File: config.mk
export PLATFORM = sky130hd
export DESIGN_NAME = instr_encoder_loader
export DESIGN_NICKNAME = d
export VERILOG_FILES = /design/src/rtl/instr_encoder_loader.sv
export SDC_FILE = /design/constraint.sdc
export NUM_CORES = 1
export LEC_CHECK = 0
export BUFFER_PORTS_ARGS = -buffer_cell sky130_fd_sc_hd__buf_4
export CAP_MARGIN = 5
export CORE_MARGIN = 2
export CORE_UTILIZATION = 45
export CTS_BUF_LIST = sky130_fd_sc_hd__clkbuf_16
export DETAILED_ROUTE_END_ITERATION = 12
export PLACE_DENSITY_LB_ADDON = 0.05
export SLEW_MARGIN = 20
export SYNTH_ARGS = -nofsm -noshare
export SYNTH_HDL_FRONTEND = slang
export SYNTH_SLANG_ARGS = --single-unit
File: constraint.sdc
create_clock -name clk -period 2.5 [get_ports clk]
set_clock_uncertainty 0.1 [all_clocks]
set_input_delay 0.375 -clock clk [delete_from_list [all_inputs] [get_ports clk]]
set_output_delay 0.375 -clock clk [all_outputs]
set_load 0.05 [all_outputs]
File: src/rtl/instr_encoder_loader.sv
// instr_encoder_loader: packs decoded RV32I fields into instruction words and streams them into IMEM.
// Optional macro IMM_RANGE_CHECK_EN adds the sticky err_imm immediate-range flag.
module instr_encoder_loader #(
  parameter int ADDR_W = 10,
  parameter int DEPTH = 1024,
  parameter logic [31:0] NOP_WORD = 32'h00000013
) (
  input  logic              clk,
  input  logic              rst_n,
  input  logic              load_start,
  input  logic              load_end,
  input  logic [ADDR_W-1:0] base_addr,
  input  logic              in_valid,
  output logic              in_ready,
  input  logic [6:0]        opcode,
  input  logic [4:0]        rd,
  input  logic [2:0]        funct3,
  input  logic [4:0]        rs1,
  input  logic [4:0]        rs2,
  input  logic [6:0]        funct7,
  input  logic [31:0]       imm,
  output logic              imem_we,
  output logic [ADDR_W-1:0] imem_addr,
  output logic [31:0]       imem_wdata,
  input  logic              imem_ready,
  output logic              busy,
  output logic              done,
  output logic [ADDR_W:0]   word_count,
  output logic              err_opcode
`ifdef IMM_RANGE_CHECK_EN
  ,
  output logic              err_imm
`endif
);
  typedef enum logic [1:0] {IDLE, LOAD, WRITE, DONE} state_t;
  state_t state, state_nx;
  logic [31:0] enc;
  logic bad_op, end_pending, accept, last_word;
  assign in_ready = state == LOAD;
  assign imem_we = state == WRITE;
  assign busy = in_ready | imem_we;
  assign done = state == DONE;
  assign accept = in_ready & in_valid;
  assign last_word = word_count + 1'b1 == (ADDR_W+1)'(DEPTH);
  always_comb begin
    enc = NOP_WORD;
    bad_op = 1'b0;
    case (opcode)
      7'b0110011: enc = {funct7, rs2, rs1, funct3, rd, opcode};
      7'b0010011, 7'b0000011, 7'b1100111: enc = {imm[11:0], rs1, funct3, rd, opcode};
      7'b0100011: enc = {imm[11:5], rs2, rs1, funct3, imm[4:0], opcode};
      7'b1100011: enc = {imm[12], imm[10:5], rs2, rs1, funct3, imm[4:1], imm[11], opcode};
      7'b0110111, 7'b0010111: enc = {imm[31:12], rd, opcode};
      7'b1101111: enc = {imm[20], imm[10:1], imm[11], imm[19:12], rd, opcode};
      default: bad_op = 1'b1;
    endcase
  end
  always_comb begin
    state_nx = state;
    case (state)
      IDLE: state_nx = load_start ? LOAD : IDLE;
      LOAD: state_nx = in_valid ? WRITE : load_end ? DONE : LOAD;
      WRITE: state_nx = !imem_ready ? WRITE : (last_word || end_pending || load_end) ? DONE : LOAD;
      default: state_nx = IDLE;
    endcase
  end
  always_ff @(posedge clk or negedge rst_n)
    if (!rst_n) state <= IDLE;
    else state <= state_nx;
  // an accept that coincides with load_end keeps the close request in end_pending
  always_ff @(posedge clk or negedge rst_n) begin
    if (!rst_n) begin
      imem_addr <= '0;
      imem_wdata <= '0;
      word_count <= '0;
      err_opcode <= 1'b0;
      end_pending <= 1'b0;
    end else if (state == IDLE && load_start) begin
      imem_addr <= base_addr;
      word_count <= '0;
      err_opcode <= 1'b0;
      end_pending <= 1'b0;
    end else if (accept) begin
      imem_wdata <= enc;
      err_opcode <= err_opcode | bad_op;
      end_pending <= load_end;
    end else if (state == WRITE) begin
      end_pending <= end_pending | load_end;
      if (imem_ready) begin
        imem_addr <= imem_addr + 1'b1;
        word_count <= word_count + 1'b1;
      end
    end
  end
`ifdef IMM_RANGE_CHECK_EN
  logic imm_bad;
  always_comb begin
    imm_bad = 1'b0;
    case (opcode)
      7'b0010011, 7'b0000011, 7'b1100111, 7'b0100011: imm_bad = imm[31:11] != {21{imm[11]}};
      7'b1100011: imm_bad = imm[0] || imm[31:12] != {20{imm[12]}};
      7'b1101111: imm_bad = imm[0] || imm[31:20] != {12{imm[20]}};
      7'b0110111, 7'b0010111: imm_bad = |imm[11:0];
      default: imm_bad = 1'b0;
    endcase
  end
  always_ff @(posedge clk or negedge rst_n)
    if (!rst_n) err_imm <= 1'b0;
    else if (state == IDLE && load_start) err_imm <= 1'b0;
    else if (accept) err_imm <= err_imm | imm_bad;
`endif
endmodule
==> metrics, run 1 <==
pins over their slew limit=0; max cap viols=0; top cells by count, synth=nand2_1, dfrtp_1, nor2_1, o21ai_0, a21oi_1; design area=4530 sq um; Mapped Nets=440; RePlAce Congestion=between 0.9 and 1; Lkg Pwr=between 2 and 2.5 nW; routed vias/inst=roughly 5.7; ANT cells=0; worst min path class=primary input to asynchronous set/reset pin; Mapped Cells=354; CTS sink cnt=57; Longest Clk Path Bufs=2; final hold violations=0; ys async rst share=between 90% and 100%; Max VDD drop=0.506 mV; pwr dens=between 1000 and 1500 nW/um^2; vias after detailed routing=about 3,300; Yosys warning count=0; root buffer cell=clkbuf_16; clk_lat worst skew=around 320 ps; Die Y-Extent=~87 um; Seq cells post-synth=57; pre-CTS setup slack=approximately 290 ps; Avg Cell Area, Syn=slightly below 9 sq um; Iteration-0 DRC Markers=between 150 and 200; worst setup margin=approximately 490 ps; Final period util=about four fifths; Slew @ Worst Pin=approximately 760 ps; drt pass-1 iters=8; Mapped Area=between 3000 and 4000 sq um; fillcell total=about 560; EDFF count, synth=0; DR DRC count=0; CTS tree=yes; Synth top area share=a little under half; required time worst endpoint=between 2000 and 3000 ps; clock-pin slew on the worst setup and hold paths=50 ps; antenna-violating nets left=0; crit-path cells=inv_1 -> ha_1 -> nand2_1 -> inv_1 -> nand2_1 -> buf_4 -> a222oi_1 -> a22oi_1; Crit Path Max Fanout=39; Area Overhead vs Synth=45.5%; setup total negative slack=0 ps; Slew headroom=49.1%; post-CTS setup buffer count=0; Tot GR Track Use=between 20% and 30%; Yosys top cell by area=dfrtp_1; vias in the first global route=around 3,100; register area share after synthesis=45.8%; Max H-tree Level=3; die width=between 80 and 90 um; RSZ-0062 raised after global routing=false; status=finished clean; initial antenna violation count=0; most common cell in the netlist=nand2_1; kind of critical path=register to register; crit end category=register; Post-DP Area=about 4200 sq um; Final HPWL DP=around 6.8 mm; CP Data Arrival Time=about 2100 ps; WL/cell=between 15 and 20 um; fin crit period=slightly above 2000 ps; Post-synth top flop=dfrtp_1; largest net degree at the start of global routing=58; CTS buffer count=9; grt ovf=0; delay-heaviest family, CP=buffers and inverters; setup violators final=0; Fmax=between 400 and 500 MHz; Crit path buffers/inverters=3; cell types occupying the most area after synthesis=dfrtp_1, nand2_1, nor2_1; row count=30; post-CTS sizing=0; IO buf count=around 140; total die area=7600 sq um; Initial Utilization=a little under half; floorplan core area=a little under 7000 sq um; global-route wire length before repair=~15 mm; share of layout cells above drive strength 1=34.7%; slowest stage delay, CP=a little over 400 ps; IO Count=about 140; Crit-path slowest cell=dfrtp_1; crit start category=register; # hold bufs at CTS=0; Netlist cell types=52; nets@finish=around 580; final WL=approximately 9.3 mm
[metrics by stage]
stage                     hold slack, ps  power, mW  util (%)  cells
after floorplan                    -20.6       2.79         -    354
after global placement               355       3.48      62.6    561
after detailed placement             357       3.51      62.6    561
after CTS                           48.7       4.77      67.1    576
after global routing                81.7       5.00      67.1    576
final                               4.72       4.75      67.1    576
[sequential cells by signal (all words and copies together), names as in the netlist]
signal and flops:
end_pending 1, err_opcode 1, imem_addr 10, imem_wdata 32, state 2, word_count 11
[where the power goes]
part	switching [mW]	internal [mW]	leakage [nW]
registers	0.208	1.14	0.730
logic	1.47	0.683	1.20
clock network	0.403	0.852	0.155
[metal layers]
metal | vias to the layer above | part of all wire, % | GRT usage [%] | wire, um
met1 | 1563 | 41 | 31.6 | 3830
met4 | 0 | 1.7 | 8.25 | 154
met3 | 16 | 6.0 | 5.12 | 551
met5 | - | 0 | 0 | 0
met2 | 133 | 51 | 41.0 | 4720
li1 | 1590 | - | - | -
[area by class of cell]
type | instances | area (sq um) | share of cell area, %
well taps | 80 | 100 | 2.21
inverters | 10 | 37.5 | 0.828
flip-flops and latches | 57 | 1430 | 31.5
clock inverters | 6 | 76.3 | 1.68
repair buffers | 147 | 1100 | 24.4
multi-input cells | 267 | 1560 | 34.5
clock buffers | 9 | 225 | 4.97
[placed cells by master (no fill, tap or decap), drive strengths merged, types with 2 or more instances in the layout]
master / instances
nand2: 59
a32oi: 2
clkinv: 2
a31oi: 7
a21oi: 17
o31ai: 6
o21ai: 41
buf: 147
o22ai: 4
and4: 2
or2: 4
nand2b: 2
a22oi: 13
nor2: 38
bufinv: 2
and2: 2
clkbuf: 9
a222oi: 10
and3: 3
nand3: 13
nand3b: 2
ha: 6
inv: 12
nor3: 4
a221oi: 8
o311ai: 3
dfrtp: 57
nand4: 5
[kinds of logic (layout without fill, tap and decap cells)]
logic type | count (synthesis) | count (layout) | share of synthesized area, %
buffers and inverters | 30 | 172 | 4.02
DFF | 57 | 57 | 45.8
and+or+nand+nor | 138 | 138 | 20.7
AOI/OAI and AO/OA | 120 | 120 | 26.1
adders and majority gates | 6 | 6 | 2.41
muxes | 2 | 2 | 0.683
xor gates and xnor gates | 1 | 1 | 0.281
[path summary, 6_finish.rpt]
| path | slack (ps) | start | cells after the start | endpoint |
|---|---|---|---|---|
| min in group clk | 200 | imm[5] | 3 | imem_wdata[25] |
| worst max-delay path | 490 | state[1] | 8 | imem_wdata[25] |
| max in group asynchronous | 1790 | rst_n | 1 | imem_wdata[30] |
| worst min-delay path | 5 | rst_n | 1 | imem_addr[6] |
| worst max register to register | 490 | state[1] | 8 | imem_wdata[25] |
| worst min register to register | 380 | imem_wdata[0] | 1 | imem_wdata[0] |
No activity file was read; power rests on OpenSTA's default activity.
==> run 2: changes to the inputs <==
--- a/config.mk
+++ b/config.mk
@@ -5,10 +5,11 @@
 export SDC_FILE = /design/constraint.sdc
 export NUM_CORES = 1
 export LEC_CHECK = 0
+export ABC_AREA = 1
 export BUFFER_PORTS_ARGS = -buffer_cell sky130_fd_sc_hd__buf_4
 export CAP_MARGIN = 5
 export CORE_MARGIN = 2
-export CORE_UTILIZATION = 45
+export CORE_UTILIZATION = 44
 export CTS_BUF_LIST = sky130_fd_sc_hd__clkbuf_16
 export DETAILED_ROUTE_END_ITERATION = 12
 export PLACE_DENSITY_LB_ADDON = 0.05
==> constraint.sdc (replaced) <==
create_clock -name clk -period 1.62 [get_ports clk]
set_clock_uncertainty 0.1 [all_clocks]
set_input_delay 0.243 -clock clk [delete_from_list [all_inputs] [get_ports clk]]
set_output_delay 0.243 -clock clk [all_outputs]
set_load 0.05 [all_outputs]
==> run 2 against run 1 <==
The run now ends with negative setup slack left. Clock-buffer cell count unchanged. Combinational power increased by 150%. Utilization increased by 11 points. Maximum frequency increased by 12%.
==> metrics, run 2 <==
status=finished, violations left; failing checks=negative setup slack; root buffer cell=clkbuf_16; power share of the combinational group=54.1%; total die area=approximately 8300 sq um; Crit path buffers/inverters=5; nets@finish=717; initial antenna violation count=0; final hold violations=0; ys async rst share=between 90% and 100%; slowest stage delay, CP=~400 ps; ANT cells=0; worst min path class=primary input to register; CTS sink cnt=57; total power=9.84 mW; vias after detailed routing=~3,700; CP Data Arrival Time=1900 ps; top cells by count, synth=nand2_1, dfrtp_1, inv_1, nand3_1, o21ai_0; Tot GR Track Use=between 20% and 30%; Finished Layout Cells=735; register area share after synthesis=42.6%; cell types occupying the most area after synthesis=dfrtp_1, nand2_1, nand3_1; Crit Path Max Fanout=7; Seq cells post-synth=between 50 and 60; post-synthesis simple-gate area fraction=around a third; fillcell total=roughly 500; Post-Synth XOR/XNOR Area=0.523%; register area=roughly 1400 sq um; Mapped Cells=~450; RSZ-0062 raised after global routing=true; Max H-tree Level=3; switch share=45.2%; IO Count=between 100 and 150; mux cell area share after synthesis=0%; CTS buffer count=9; commonest non-fill, non-tap cell in the layout=buf_4; Flop pwr share=23.6%; Avg Cell Area, Syn=roughly 7.5 sq um; Slew @ Worst Pin=approximately 460 ps; Max VDD drop=0.653 mV; Lkg Pwr=roughly 2.9 nW; die width=91.3 um; kind of critical path=register to register; Area Overhead vs Synth=71.8%; EDFF count, synth=0; max FFs per register=32; clk_lat worst skew=~320 ps; area of the multi-input gates=a little over 2000 sq um; grt ovf=0; pins over their slew limit=0; internal power=approximately 5.4 mW; largest family of logic cells by synthesized area=simple AND/OR/NAND/NOR gates; final core occ=between 70 and 80%; Crit-path slowest cell=dfrtp_1; clock-pin slew on the worst setup and hold paths=~60 ps; Most common cell on crit path=buf_6; DP Cell Count=689; Synth Area in Adders=about 2.2%; pwr dens=approximately 1700 nW/um^2; Yosys top cell by area=dfrtp_1; antenna-violating nets left=0; fin crit period=roughly 1800 ps; delay-heaviest family, CP=buffers and inverters; Initial Utilization=45.7%; WL/cell=around 15 um; worst setup margin=-181 ps; global-route wire length before repair=between 15 and 20 mm; Synth top area share=a little over two fifths; Final HPWL DP=between 7 and 8 mm; Netlist cell types=36; required time worst endpoint=between 1500 and 2000 ps; CTS tree=yes; floorplan core area=7330 sq um; largest net degree at the start of global routing=33; share of layout cells above drive strength 1=approximately 52%; Yosys warning count=0; row count=31; crit end category=register; final WL=11.1 mm; post-synthesis compound-gate area fraction=about 14%; Mapped Nets=531; Mapped Area=~3400 sq um; RePlAce Congestion=a little over 0.9; Post-synth top flop=dfrtp_1; Longest Clk Path Bufs=2; routed vias/inst=5.08; max cap viols=0; Most flops, register=imem_wdata; crit-path cells=buf_6 -> ha_4 -> inv_4 -> o21ai_2 -> inv_2 -> nor2_8 -> buf_6 -> o211ai_1 -> o21ai_1 -> inv_1; pre-CTS setup slack=-111 ps; most frequent cells in the layout=buf_4, nand2_1, dfrtp_1; crit start category=register; Slew headroom=between 60% and 70%; setup violators final=50; Fmax=roughly 560 MHz; Net Switching=4.45 mW; clock power share=between 20% and 30%; Die Y-Extent=between 90 and 100 um; most common cell in the netlist=nand2_1; DR DRC count=0; drt pass-1 iters=4; Final period util=111%; Iteration-0 DRC Markers=approximately 170; top flop regs=imem_wdata x32, word_count x11, imem_addr x10; IO buf count=between 100 and 150; vias in the first global route=between 3,000 and 4,000
-- run 2: changes by cell type after synthesis, sizes merged, moves of 5 or more --
cell    change
inv        +37
nor2        -6
nand3      +23
a221oi      -8
a31oi       -5
clkbuf      -6
o31ai       -6
nand2     +107
a222oi     -10
-- run 2: layer usage --
metal	vias up	global-route usage (%)	routed length [um]
li1	1819	-	-
met1	1730	29.1	4360
met4	0	7.07	240
met5	-	0	0
met3	27	6.22	706
met2	159	40.3	5820
-- run 2: worst min-delay path, cell delays in order --
cell	delay (ps)
buf_4	80
nor2_1	30
o21ai_1	100
-- run 2: power groups by stage --
stage | combinational, mW | sequential (mW) | clock, mW
final | 5.32 | 2.33 | 2.19
after global routing | 5.60 | 2.38 | 2.30
after CTS | 4.38 | 2.27 | 2.20
after detailed placement | 4.18 | 2.29 | 0
after global placement | 4.14 | 2.27 | 0
after floorplan | 1.67 | 3.46 | 0
-- run 2: layout make-up --
class,count,share of cell area (%)
Multi-Input combinational cell,329,35.9
Timing Repair Buffer,186,27.5
Sequential cell,57,25.0
Clock buffer,9,3.91
Inverter,47,3.32
Tap cell,99,2.15
Clock inverter,7,2.06
Timing Repair inverter,1,0.196
-- run 2: final timing paths --
kind | to | cells past startpoint | startpoint | slack [ps]
max | imem_addr[7] | 10 | state[1] | -180
min | imem_addr[8] | 3 | base_addr[8] | 70
max reg2reg | imem_addr[7] | 10 | state[1] | -180
min reg2reg | imem_wdata[0] | 1 | imem_wdata[0] | 380
max in group asynchronous | word_count[2] | 3 | rst_n | 600
min in group asynchronous | imem_addr[8] | 2 | rst_n | 310
-- run 2: repair_timing --
item	4_1_cts	5_1_grt
cloned	0	5
setup buffers	4	20
pin swaps	3	46
hold buffers	1	0
resized for setup	11	105
setup endpoints to repair	24	50
endpoints found under the hold margin	30	0
-- run 2: kinds of logic after synthesis --
| kind of cell | Yosys count |
|---|---|
| simple gates | 242 |
| compound gates | 79 |
| buf+inv | 59 |
| flops | 57 |
| fa+ha+maj | 6 |
| xor+xnor | 2 |
-- run 2: metrics by stage --
step	TNS, ps	hold WS [ps]	instance area (sq um)
after floorplan	-503	-153	3470
after global placement	-24.6	120	4720
after detailed placement	-472	122	4720
after CTS	-66.3	72.7	5150
after global routing	-5860	70.1	5760
final	-2650	69.2	5760
==> run 3: changes to the inputs <==
--- a/config.mk
+++ b/config.mk
@@ -13,6 +13,7 @@
 export CTS_BUF_LIST = sky130_fd_sc_hd__clkbuf_16
 export DETAILED_ROUTE_END_ITERATION = 12
 export PLACE_DENSITY_LB_ADDON = 0.05
+export SKIP_CTS_REPAIR_TIMING = 1
 export SLEW_MARGIN = 20
 export SYNTH_ARGS = -nofsm -noshare
 export SYNTH_HDL_FRONTEND = slang
==> run 3 against run 2 <==
Critical path depth up 2. Final area down 2.4%. Critical path type unchanged. Combinational power decreased by 2%. Non-clock buffer count is 7 lower. Largest power group unchanged. Hold slack gained 15 ps. Critical endpoint is now state[1]. The run still ends with negative setup slack left.
==> metrics, run 3 (synthesis results as in run 2) <==
status=finished, violations left; failing checks=negative setup slack; routed vias/inst=5.07; vias after detailed routing=approximately 3,700; share of layout cells above drive strength 1=47.6%; root buffer cell=clkbuf_16; total power=9.70 mW; nets@finish=~710; largest net degree at the start of global routing=33; commonest non-fill, non-tap cell in the layout=buf_4; total die area=8330 sq um; setup violators final=19; required time worst endpoint=~1800 ps; pwr dens=roughly 1700 nW/um^2; CP Data Arrival Time=between 1500 and 2000 ps; vias in the first global route=around 3,400; die width=slightly above 90 um; grt ovf=0; Finished Layout Cells=approximately 730; Longest Clk Path Bufs=2; initial antenna violation count=0; crit start category=register; DR DRC count=0; pins over their slew limit=0; CTS tree=yes; Final HPWL DP=7.30 mm; drt pass-1 iters=5; Fmax=about 570 MHz; max cap viols=0; ANT cells=0; Most flops, register=imem_wdata; fillcell total=between 500 and 600; Lkg Pwr=around 2.8 nW; final WL=around 11 mm; Slew headroom=a little over two thirds; Die Y-Extent=91.3 um; IO Count=~140; antenna-violating nets left=0; WL/cell=14.6 um; floorplan core area=between 7000 and 8000 sq um; Crit Path Max Fanout=5; global-route wire length before repair=around 16 mm; kind of critical path=register to register; row count=31; Final period util=108%; worst setup margin=-126 ps; clock-pin slew on the worst setup and hold paths=around 60 ps; final hold violations=0; Area Overhead vs Synth=67.7%; IO buf count=137; Initial Utilization=roughly 46%; worst min path class=primary input to register; hold_ws=around 84 ps; top flop regs=imem_wdata x32, word_count x11, imem_addr x10; CTS buffer count=9; RSZ-0062 raised after global routing=true; Slew @ Worst Pin=approximately 440 ps; Max H-tree Level=3; CTS sink cnt=57; crit end category=register; clk_lat worst skew=~320 ps; fin crit period=approximately 1700 ps; max FFs per register=32; RePlAce Congestion=between 0.9 and 1; most frequent cells in the layout=buf_4, nand2_1, dfrtp_1; Max VDD drop=~0.63 mV; pre-CTS setup slack=-111 ps; DP Cell Count=a little under 700; Tot GR Track Use=between 20% and 30%; Iteration-0 DRC Markers=129
## run 3: cell count changes in the layout (fill, tap and decap cells not counted), sizes merged
cell and change:
buf -7, inv -1
## run 3: critical path, cell delays in order (launching register included)
cell	delay [ps]
dfrtp_2	440
ha_4	180
nand2_1	90
nor2_2	60
nand2_1	50
nand2_1	50
inv_1	70
nand2_1	80
nor2_2	120
nand3_2	100
nand2_1	80
nand2_1	70
a21oi_2	160
## run 3: area by class of cell
type	count	area [sq um]	area share (%)
multi-input cells	329	1990	35.4
repair buffers	179	1530	27.1
flip-flops and latches	57	1440	25.6
clock buffers	9	225	4.01
inverters	47	196	3.49
well taps	99	124	2.20
clock inverters	7	119	2.11
## run 3: path summary, 6_finish.rpt
path | from | endpoint | slack (ps) | cells past startpoint
max | word_count[1] | state[1] | -130 | 12
min | base_addr[8] | imem_addr[8] | 80 | 3
max reg2reg | word_count[1] | state[1] | -130 | 12
min reg2reg | imem_wdata[1] | imem_wdata[1] | 380 | 1
max in group asynchronous | rst_n | word_count[2] | 610 | 3
min in group asynchronous | rst_n | imem_addr[8] | 310 | 2
## run 3: per-stage QoR
step / util (%) / cell area [sq um] / setup TNS, ps
finish: 76.7 / 5620 / -848
global route: 76.7 / 5620 / -3010
CTS: 69.1 / 5060 / -900
detailed placement: 64.4 / 4720 / -472
global placement: 64.4 / 4720 / -24.6
floorplan: - / 3470 / -503
## run 3: report_power, final
group	internal [mW]	switching (mW)
Sequential	1.85	0.482
Combinational	1.98	3.22
Clock	1.50	0.665
Total	5.33	4.37
## run 3: metal layers
metal / routed length (um) / global-route usage, % / vias up
met4: 300 / 6.69 / 0
met5: 0 / 0 / -
met2: 5370 / 40.0 / 146
met1: 4250 / 28.7 / 1714
li1: - / - / 1802
met3: 659 / 6.06 / 25
